File: src/rtl/cpu_pkg.sv
// Shared decode definitions for the ID stage: opcodes, one-hot EX control bit indices, stall FSM states.
package cpu_pkg;

  localparam int CTRLW = 11;

  localparam logic [5:0] OP_ADD  = 6'h00;
  localparam logic [5:0] OP_SUB  = 6'h01;
  localparam logic [5:0] OP_AND  = 6'h05;
  localparam logic [5:0] OP_OR   = 6'h06;
  localparam logic [5:0] OP_XOR  = 6'h07;
  localparam logic [5:0] OP_SLL  = 6'h03;
  localparam logic [5:0] OP_SRL  = 6'h04;
  localparam logic [5:0] OP_ADDI = 6'h0B;
  localparam logic [5:0] OP_LI   = 6'h02;
  localparam logic [5:0] OP_LW   = 6'h23;
  localparam logic [5:0] OP_SW   = 6'h2B;

  localparam int CTRL_ADD  = 0;
  localparam int CTRL_SUB  = 1;
  localparam int CTRL_AND  = 2;
  localparam int CTRL_OR   = 3;
  localparam int CTRL_XOR  = 4;
  localparam int CTRL_SLL  = 5;
  localparam int CTRL_SRL  = 6;
  localparam int CTRL_ADDI = 7;
  localparam int CTRL_LI   = 8;
  localparam int CTRL_LW   = 9;
  localparam int CTRL_SW   = 10;

  typedef enum logic {RUN = 1'b0, STALL = 1'b1} state_t;

  typedef struct packed {
    logic [CTRLW-1:0] ctrl;
    logic             known;
    logic             uses_rt;
    logic             dest_rd;
    logic             dest_rt;
  } dec_t;

  function automatic dec_t decode_op(input logic [5:0] op);
    dec_t d;
    d = '0;
    case (op)
      OP_ADD:  d.ctrl[CTRL_ADD]  = 1'b1;
      OP_SUB:  d.ctrl[CTRL_SUB]  = 1'b1;
      OP_AND:  d.ctrl[CTRL_AND]  = 1'b1;
      OP_OR:   d.ctrl[CTRL_OR]   = 1'b1;
      OP_XOR:  d.ctrl[CTRL_XOR]  = 1'b1;
      OP_SLL:  d.ctrl[CTRL_SLL]  = 1'b1;
      OP_SRL:  d.ctrl[CTRL_SRL]  = 1'b1;
      OP_ADDI: d.ctrl[CTRL_ADDI] = 1'b1;
      OP_LI:   d.ctrl[CTRL_LI]   = 1'b1;
      OP_LW:   d.ctrl[CTRL_LW]   = 1'b1;
      OP_SW:   d.ctrl[CTRL_SW]   = 1'b1;
      default: d.ctrl = '0;
    endcase
    d.known   = |d.ctrl;
    // R-type ops occupy the low contiguous bits and write rd; sw reads rt but writes nothing
    d.dest_rd = |d.ctrl[CTRL_SRL:CTRL_ADD];
    d.uses_rt = d.dest_rd | d.ctrl[CTRL_SW];
    d.dest_rt = d.ctrl[CTRL_ADDI] | d.ctrl[CTRL_LI] | d.ctrl[CTRL_LW];
    return d;
  endfunction

endpackage

File: src/rtl/regfile_2r1w.sv
// Register file, two async read ports and one sync write port; register 0 is hard-wired to zero.
module regfile_2r1w #(
  parameter  int XLEN = 32,
  parameter  int NREG = 32,
  localparam int RA   = $clog2(NREG)
) (
  input  logic            clk,
  input  logic            rst_n,
  input  logic            i_wr_en,
  input  logic [RA-1:0]   i_wr_addr,
  input  logic [XLEN-1:0] i_wr_dat,
  input  logic [RA-1:0]   i_rd0_addr,
  output logic [XLEN-1:0] o_rd0_dat,
  input  logic [RA-1:0]   i_rd1_addr,
  output logic [XLEN-1:0] o_rd1_dat
);

  logic [XLEN-1:0] r_mem [1:NREG-1];

  always_ff @(posedge clk or negedge rst_n) begin
    if (!rst_n) begin
      for (int i = 1; i < NREG; i++) r_mem[i] <= '0;
    end else if (i_wr_en && (i_wr_addr != '0)) begin
      r_mem[i_wr_addr] <= i_wr_dat;
    end
  end

  assign o_rd0_dat = (i_rd0_addr == '0) ? '0 : r_mem[i_rd0_addr];
  assign o_rd1_dat = (i_rd1_addr == '0) ? '0 : r_mem[i_rd1_addr];

endmodule

File: src/rtl/decode_stage_p.sv
// ID stage: decode, operand read with writeback bypass, load-use stall, flush; one-cycle registered ID/EX payload.
// Output register advances only when empty or EX takes it; FETCH is held off while EX stalls or a load-use hazard exists.
module decode_stage_p #(
  parameter  int XLEN     = 32,
  parameter  int NREG     = 32,
  parameter  int CTRLW    = cpu_pkg::CTRLW,
  parameter  int SIGN_EXT = 1,
  localparam int RA       = $clog2(NREG)
) (
  input  logic             clk,
  input  logic             rst_n,
  input  logic             if_valid,
  input  logic [31:0]      if_instr,
  output logic             if_ready,
  input  logic             flush,
  input  logic             wb_en,
  input  logic [RA-1:0]    wb_addr,
  input  logic [XLEN-1:0]  wb_data,
  input  logic             ex_ready,
  output logic             ex_valid,
  output logic [CTRLW-1:0] ex_ctrl,
  output logic [XLEN-1:0]  ex_rs_val,
  output logic [XLEN-1:0]  ex_rt_val,
  output logic [XLEN-1:0]  ex_imm,
  output logic [RA-1:0]    ex_dest,
  output logic             illegal
);
  import cpu_pkg::*;

  logic             r_valid;
  logic [CTRLW-1:0] r_ctrl;
  logic [XLEN-1:0]  r_rs_val;
  logic [XLEN-1:0]  r_rt_val;
  logic [XLEN-1:0]  r_imm;
  logic [RA-1:0]    r_dest;
  logic             r_illegal;
  state_t           r_state;
  state_t           w_state_nxt;

  logic [RA-1:0]    w_rs;
  logic [RA-1:0]    w_rt;
  logic [RA-1:0]    w_rd;
  dec_t             w_dec;
  logic [RA-1:0]    w_dest;
  logic [XLEN-1:0]  w_imm;
  logic [XLEN-1:0]  w_rf_rs;
  logic [XLEN-1:0]  w_rf_rt;
  logic [XLEN-1:0]  w_rs_val;
  logic [XLEN-1:0]  w_rt_val;
  logic             w_adv;
  logic             w_hazard;
  logic             w_take;

  assign w_rs  = RA'(if_instr[25:21]);
  assign w_rt  = RA'(if_instr[20:16]);
  assign w_rd  = RA'(if_instr[15:11]);
  assign w_dec = decode_op(if_instr[31:26]);

  assign w_dest = w_dec.dest_rd ? w_rd :
                  w_dec.dest_rt ? w_rt : '0;

  assign w_imm = (SIGN_EXT != 0) ? {{(XLEN-16){if_instr[15]}}, if_instr[15:0]}
                                 : {{(XLEN-16){1'b0}},         if_instr[15:0]};

  regfile_2r1w #(.XLEN(XLEN), .NREG(NREG)) u_rf (
    .clk        (clk),
    .rst_n      (rst_n),
    .i_wr_en    (wb_en),
    .i_wr_addr  (wb_addr),
    .i_wr_dat   (wb_data),
    .i_rd0_addr (w_rs),
    .o_rd0_dat  (w_rf_rs),
    .i_rd1_addr (w_rt),
    .o_rd1_dat  (w_rf_rt)
  );

  // Same-cycle writeback wins over the stale array value; r0 is never bypassed
  assign w_rs_val = (wb_en && (wb_addr != '0) && (wb_addr == w_rs)) ? wb_data : w_rf_rs;
  assign w_rt_val = (wb_en && (wb_addr != '0) && (wb_addr == w_rt)) ? wb_data : w_rf_rt;

  assign w_adv    = !r_valid || ex_ready;
  assign w_hazard = if_valid && r_valid && r_ctrl[CTRL_LW] && (r_dest != '0) &&
                    ((r_dest == w_rs) || (w_dec.uses_rt && (r_dest == w_rt)));
  assign if_ready = rst_n && w_adv && !w_hazard;
  assign w_take   = if_valid && if_ready && !flush;

  always_ff @(posedge clk or negedge rst_n) begin
    if (!rst_n) r_state <= RUN;
    else        r_state <= w_state_nxt;
  end

  always_comb begin
    w_state_nxt = r_state;
    case (r_state)
      RUN:     if (!flush && w_adv && w_hazard) w_state_nxt = STALL;
      STALL:   if (flush || w_adv)              w_state_nxt = RUN;
      default: w_state_nxt = RUN;
    endcase
  end

  always_ff @(posedge clk or negedge rst_n) begin
    if (!rst_n) begin
      r_valid   <= 1'b0;
      r_ctrl    <= '0;
      r_rs_val  <= '0;
      r_rt_val  <= '0;
      r_imm     <= '0;
      r_dest    <= '0;
      r_illegal <= 1'b0;
    end else begin
      r_illegal <= w_take && !w_dec.known;
      if (flush || w_adv) begin
        // A flush squashes the slot even when EX is holding it off
        r_valid  <= w_take;
        r_ctrl   <= w_take ? w_dec.ctrl : '0;
        r_rs_val <= w_take ? w_rs_val   : '0;
        r_rt_val <= w_take ? w_rt_val   : '0;
        r_imm    <= w_take ? w_imm      : '0;
        r_dest   <= w_take ? w_dest     : '0;
      end
    end
  end

  assign ex_valid  = r_valid;
  assign ex_ctrl   = r_ctrl;
  assign ex_rs_val = r_rs_val;
  assign ex_rt_val = r_rt_val;
  assign ex_imm    = r_imm;
  assign ex_dest   = r_dest;
  assign illegal   = r_illegal;

endmodule

File: config.mk
export PLATFORM = sky130hd
export DESIGN_NAME = decode_stage_p
export DESIGN_NICKNAME = d
export VERILOG_FILES = /design/src/rtl/cpu_pkg.sv /design/src/rtl/regfile_2r1w.sv /design/src/rtl/decode_stage_p.sv
export SDC_FILE = /design/constraint.sdc
export NUM_CORES = 2
export LEC_CHECK = 0
export CAP_MARGIN = 40
export CORE_ASPECT_RATIO = 0.8
export CORE_MARGIN = 5
export CORE_UTILIZATION = 50
export DETAILED_ROUTE_END_ITERATION = 8
export DONT_BUFFER_PORTS = 1
export GPL_ROUTABILITY_DRIVEN = 0
export HOLD_SLACK_MARGIN = 0.06
export MAX_ROUTING_LAYER = met4
export PLACE_DENSITY_LB_ADDON = 0.3
export SETUP_SLACK_MARGIN = 0.05
export SYNTH_ARGS = -nofsm -noshare
export SYNTH_HDL_FRONTEND = slang
export SYNTH_SLANG_ARGS = --single-unit
export TNS_END_PERCENT = 20
File: constraint.sdc
create_clock -name clk -period 4.5 [get_ports clk]
set_clock_uncertainty 0.2 [all_clocks]
set_input_delay 1.35 -clock clk [delete_from_list [all_inputs] [get_ports clk]]
set_output_delay 1.35 -clock clk [all_outputs]
set_load 0.01 [all_outputs]
; Word level (Yosys, flattened, before mapping)
; Index checks and enable logic that the tools add are counted.
[word_totals]
ff_bits = 1106
latchBits = 0
wordCells = 121
mem_count = 0
out_inout_bits = 115
mem_bits_rw = 0
input_bits = 75
rom_bits = 0
[classes]
shifts = 0
div = 0
n_eq_ne = 14
multipliers = 0
n_lt_le_gt_ge = 4
muxes = 31
n_addsub = 0
n_reduce_logical = 28
n_bitwise = 6
[op_table]
columns = operator, count
row1 = $bwmux W992, 1
row2 = $mux W32, 12
row3 = $bmux W32 S5, 2
row4 = $demux W32 S5, 1
row5 = $eq A6 B3 Y1 const B, 4
row6 = $eq A5 B5 Y1, 4
row7 = $ge A6 B6 Y1 const B, 3
row8 = $not A5 Y6, 3
row9 = $mux W5, 3
row10 = $logic_and A1 B1 Y1, 14
row11 = $eq A6 B2 Y1 const B, 2
row12 = $eq A6 B6 Y1 const B, 2
row13 = $mux W1, 11
row14 = $mux W11, 1
row15 = $reduce_or A11 Y1, 1
row16 = $logic_not A5 Y1, 2
row17 = $reduce_bool A5 Y1, 2
row18 = $reduce_or A7 Y1, 1
row19 = $eq A6 B1 Y1 const B, 1
row20 = $eq A6 B4 Y1 const B, 1
row21 = $logic_not A6 Y1, 1
row22 = $lt A6 B1 Y1 const B, 1
row23 = $logic_not A1 Y1, 4
row24 = $logic_or A1 B1 Y1, 3
row25 = $or A1 B1 Y1, 3

; Longest topological paths before layout
[logic_depth]
word_depth = 12
ltp_mapped = 10
depth_no_buf = 6

; Cells and area by module
; From an unflattened synthesis, not the netlist that was laid out.
[hier_totals]
cells_unflattened = 4115
area_unflattened_um2 = 58252.1
[modules_own_cells]
columns = module, instances, area_each_um2, cells_per_inst, seq_area_each_um2
row1 = regfile_2r1w, 1, 53488.8, 3666, 24823.8
row2 = decode_stage_p, 1, 4763.3, 449, 2452.4

; Worst setup path before layout
; Ideal clock, no wire load.
[synth_path]
kind = input-to-output
startpoint = input port if_instr[29]
endpoint = output port if_ready
required_time_ps = 2950
t_arrival_ps = 2232
path_buffers = 0
stages = 5
path_slack_ps = 718
cell_sequence = or2_1 -> a2111oi_4 -> nand3_1 -> nand2_1 -> a21oi_1
[synth_via]
elab_chain_cells = 9
elab_cells_between_ends = 23
classes_between = eq/ne (7) / mux (8) / bitwise (1) / reduce/logical (7)
[synth_rtl]
columns = item, line
row1 = start: declaration, decode_stage_p.sv:13  ; input logic [31:0] if_instr,
row2 = "$eq A6 B1 Y1, or another cell as far along", cpu_pkg.sv:43  ; case (op)
row3 = $mux W1, cpu_pkg.sv:43
row4 = $reduce_or A7 Y1, cpu_pkg.sv:59  ; d.dest_rd = |d.ctrl[CTRL_SRL:CTRL_ADD];
row5 = $or A1 B1 Y1 *, cpu_pkg.sv:60  ; d.uses_rt = d.dest_rd | d.ctrl[CTRL_SW];
row6 = $logic_and A1 B1 Y1 *, decode_stage_p.sv:83  ; ((r_dest == w_rs) || (w_dec.uses_rt && (r_dest == w_rt)));
row7 = $logic_or A1 B1 Y1 *, decode_stage_p.sv:83
row8 = $logic_and A1 B1 Y1 *, decode_stage_p.sv:82  ; assign w_hazard = if_valid && r_valid && r_ctrl[CTRL_LW] && (r_dest != '0) &&
row9 = $logic_not A1 Y1 *, decode_stage_p.sv:84  ; assign if_ready = rst_n && w_adv && !w_hazard;
row10 = $logic_and A1 B1 Y1 *, decode_stage_p.sv:84
row11 = end: declaration, decode_stage_p.sv:14  ; output logic if_ready,
; Every way passes the cells marked *; elsewhere a longest branch is shown, timed or not.

; Worst setup path after layout
[layout_path]
startpoint = input port if_instr[17]
endpoint = output port if_ready
[layout_via]
elab_chain_cells = 6
[layout_rtl]
columns = item, line
row1 = $eq A5 B5 Y1, decode_stage_p.sv:83
row2 = $logic_and A1 B1 Y1, decode_stage_p.sv:83
row3 = $logic_or A1 B1 Y1, decode_stage_p.sv:83
row4 = $logic_and A1 B1 Y1, decode_stage_p.sv:82
row5 = $logic_not A1 Y1, decode_stage_p.sv:84
row6 = $logic_and A1 B1 Y1, decode_stage_p.sv:84
; Every way passes these cells.

==> out/qor.csv <==
stage;metric;value;unit
clocking;cts-root-buf;clkbuf_16;
power;switching_share;26.02;%
critical_path;crit_arrival;3040;ps
critical_path;crit_type;input port to output pin;
global_routing;grt_max_degree;235;
critical_path;reg2reg_depth;7;
cells_and_area;layout_commonest_cell;dfrtp_1;
detailed_routing;totalWireLength;184.5;mm
die;die_y;311.9;µm
clocking;cts-resized-gates;0;
global_routing;grt_pass1_vias;38094;
die;std_cell_rows;110;
detailed_routing;vias_per_cell;7.074;
power;p_per_area;435.3;nW/µm²
detailed_routing;ant_nets;0;
clocking;clock_sinks;1090;
status;status;finished with violations;
logic_synthesis;synth_area_leaders;dfrtp_1, mux2_2, mux4_2;
logic_synthesis;yosysTopAreaCell;dfrtp_1;
critical_path;critPathCaptureType;output pin;
sta;rsz0062_at_grt;no;
die;ioPinCount;190;
logic_synthesis;postSynthCellCount;4015;
clocking;tritoncts;yes;
logic_synthesis;synthFlopType;dfrtp_1;
critical_path;start_kind;input port;
job;cap_viol_max_count;0;
place;postPlaceCellArea;58240;µm²
detailed_routing;wl_per_cell;34.20;µm
critical_path;crit_fanout;225;
clocking;hold_buffers;0;
logic_synthesis;synth_edf_count;0;
power;pwr-share-seq;48.0;%
power;power_frac_comb;17.2;%
detailed_routing;drt-initial-drc-count;4634;
clocking;clkTransAtPathRegs;60;ps
logic_synthesis;syn-cell-area;56980;µm²
global_routing;grt_pass1_wl;271.6;mm
min_path;hp-class;input port to asynchronous set/reset pin;
sta;final-max-slew-violation-count;0;
status;violations;negative setup slack;
die;core_area;112900;µm²
detailed_routing;drtPass1Iterations;6;
detailed_routing;num_vias;38163;
place;port_buffers;0;
sta;period_needed;4586;ps
global_routing;antenna_found_initial;5;
logic_synthesis;synth_top_area_share;47.87;%
place;place_ws;594.0;ps
logic_synthesis;synthesis.nets;4090;
cells_and_area;area_growth;8.588;%
cells_and_area;fin_nets;3870;
die;die_w;387.4;µm
clocking;clk_latency;710;ps
global_routing;gr-total-overflow;0;
global_routing;grtUsageTotal;31.05;%
sta;setup_viol;1;
clocking;htree_levels;3;
power;clkPwrFrac;34.8;%
power;p_leak;0.02643;µW
cells_and_area;finalInstanceArea;61870;µm²
sta;tightest_slew;1388;ps
sta;timing_hold_violations_final;0;
power;p_int;19930;µW
logic_synthesis;synth_cell_types;63;
logic_synthesis;synth.avg_cell_area;14.19;µm²
cells_and_area;utilization;54.82;%
clocking;cts-buffers-inserted;111;
power;ir_drop;0.3200;mV
cells_and_area;layout.cells.non_filler;5395;
sta;relSlewSlack;7.477;%
sta;timing.final.crit_share;101.9;%
logic_synthesis;synthArstFlopShare;100.0;%
die;dieArea;120900;µm²
power;p_switching;7007;µW
sta;worst_slack;-85.72;ps
logic_synthesis;ys_ff_latch;1090;
place;dp.cells;5194;
critical_path;required;2950;ps
cells_and_area;drive_above_1_share;45.50;%
die;initial_core_util;50.49;%
place;dp_hpwl;103.0;mm
sta;fmax;218.1;MHz
cells_and_area;layout_common_cells;dfrtp_1, mux2_2, mux4_2;
clocking;cts_buffer_depth;3;
logic_synthesis;yosysSeqAreaShare;47.87;%
detailed_routing;drc_errors;0;
logic_synthesis;yosys_warnings;0;
clocking;cts_setup_buffers;0;
-- sequential cells by signal, summed over array words and instances (netlist names) --
register,count
ex_ctrl,11
ex_dest,5
ex_imm,16
ex_rs_val,32
ex_rt_val,32
ex_valid,1
illegal,1
u_rf.r_mem,992
-- worst max-delay path, stage by stage --
cell     delay, ps
xor2_1         420
nor3_1         360
nand3_1        120
nand2_1         80
a21oi_1        120
-- synthesized netlist by cell type, types with 39 or more instances --
master / count
clkbuf_1: 190
a22oi_1: 123
nor2b_1: 48
mux2i_1: 126
a221o_1: 39
a221oi_1: 59
mux2_2: 1053
dfrtp_1: 1090
o21ai_0: 86
buf_4: 47
o22ai_1: 94
nor2_1: 39
a31oi_1: 43
mux4_2: 376
buf_2: 142
nor3_1: 39
buf_1: 54
nand2_1: 86
-- path summary, 6_finish.rpt --
kind	from	to	slack, ps
max in group asynchronous	rst_n	u_rf.r_mem[776]	1830
min in group clk	u_rf.r_mem[101]	u_rf.r_mem[101]	320
setup reg to reg	ex_dest[0]	ex_rt_val[13]	1480
setup / recovery	if_instr[17]	if_ready	-90
hold reg to reg	u_rf.r_mem[101]	u_rf.r_mem[101]	320
hold / removal	rst_n	u_rf.r_mem[954]	320
-- power groups by stage --
stage | combinational [µW] | sequential, µW | clock [µW]
after floorplan | 3990 | 12600 | 0
after global placement | 4460 | 12900 | 0
after detailed placement | 4590 | 13000 | 0
after CTS | 4610 | 12900 | 9480
after global routing | 4970 | 13100 | 9880
final | 4630 | 12900 | 9360
-- per-stage QoR --
stage	total power (µW)	setup TNS [ps]	hold WS, ps
after floorplan	16550	0	276.7
after global placement	17410	0	297.2
after detailed placement	17640	0	308.0
after CTS	26960	0	307.7
after global routing	27980	0	318.2
final	26930	-85.72	322.3
-- kinds of logic (layout without fill, tap and decap cells) --
| logic type | Yosys count | count (layout) | share of synthesized area (%) |
|---|---|---|---|
| AND/OR/NAND/NOR | 328 | 328 | 2.982 |
| buffers and inverters | 443 | 309 | 3.619 |
| multiplexers | 1564 | 1564 | 38.06 |
| flip-flops | 1090 | 1090 | 47.87 |
| XOR/XNOR | 21 | 21 | 0.3228 |
| other | 0 | 2 | 0 |
| AO/OA/AOI/OAI | 569 | 569 | 7.141 |
-- per-layer routing --
| metal | vias up | GRT usage (%) | wire length, µm |
|---|---|---|---|
| li1 | 15086 | - | - |
| met2 | 2140 | 43.39 | 80410 |
| met4 | 0 | 10.25 | 6891 |
| met1 | 20500 | 43.71 | 76000 |
| met3 | 437 | 9.305 | 21190 |
| met5 | - | - | 0 |
-- cell type report --
cell class	instances	area [µm²]
repair buffers	106	1222
clock buffers	163	3214
flip-flops and latches	1090	27280
inverters	4	15.01
fillers	9109	50990
well taps	1512	1892
clock inverters	36	416.7
multi-input cells	2482	27830
diodes	2	5.005
Power figures use the tool's default switching activity.
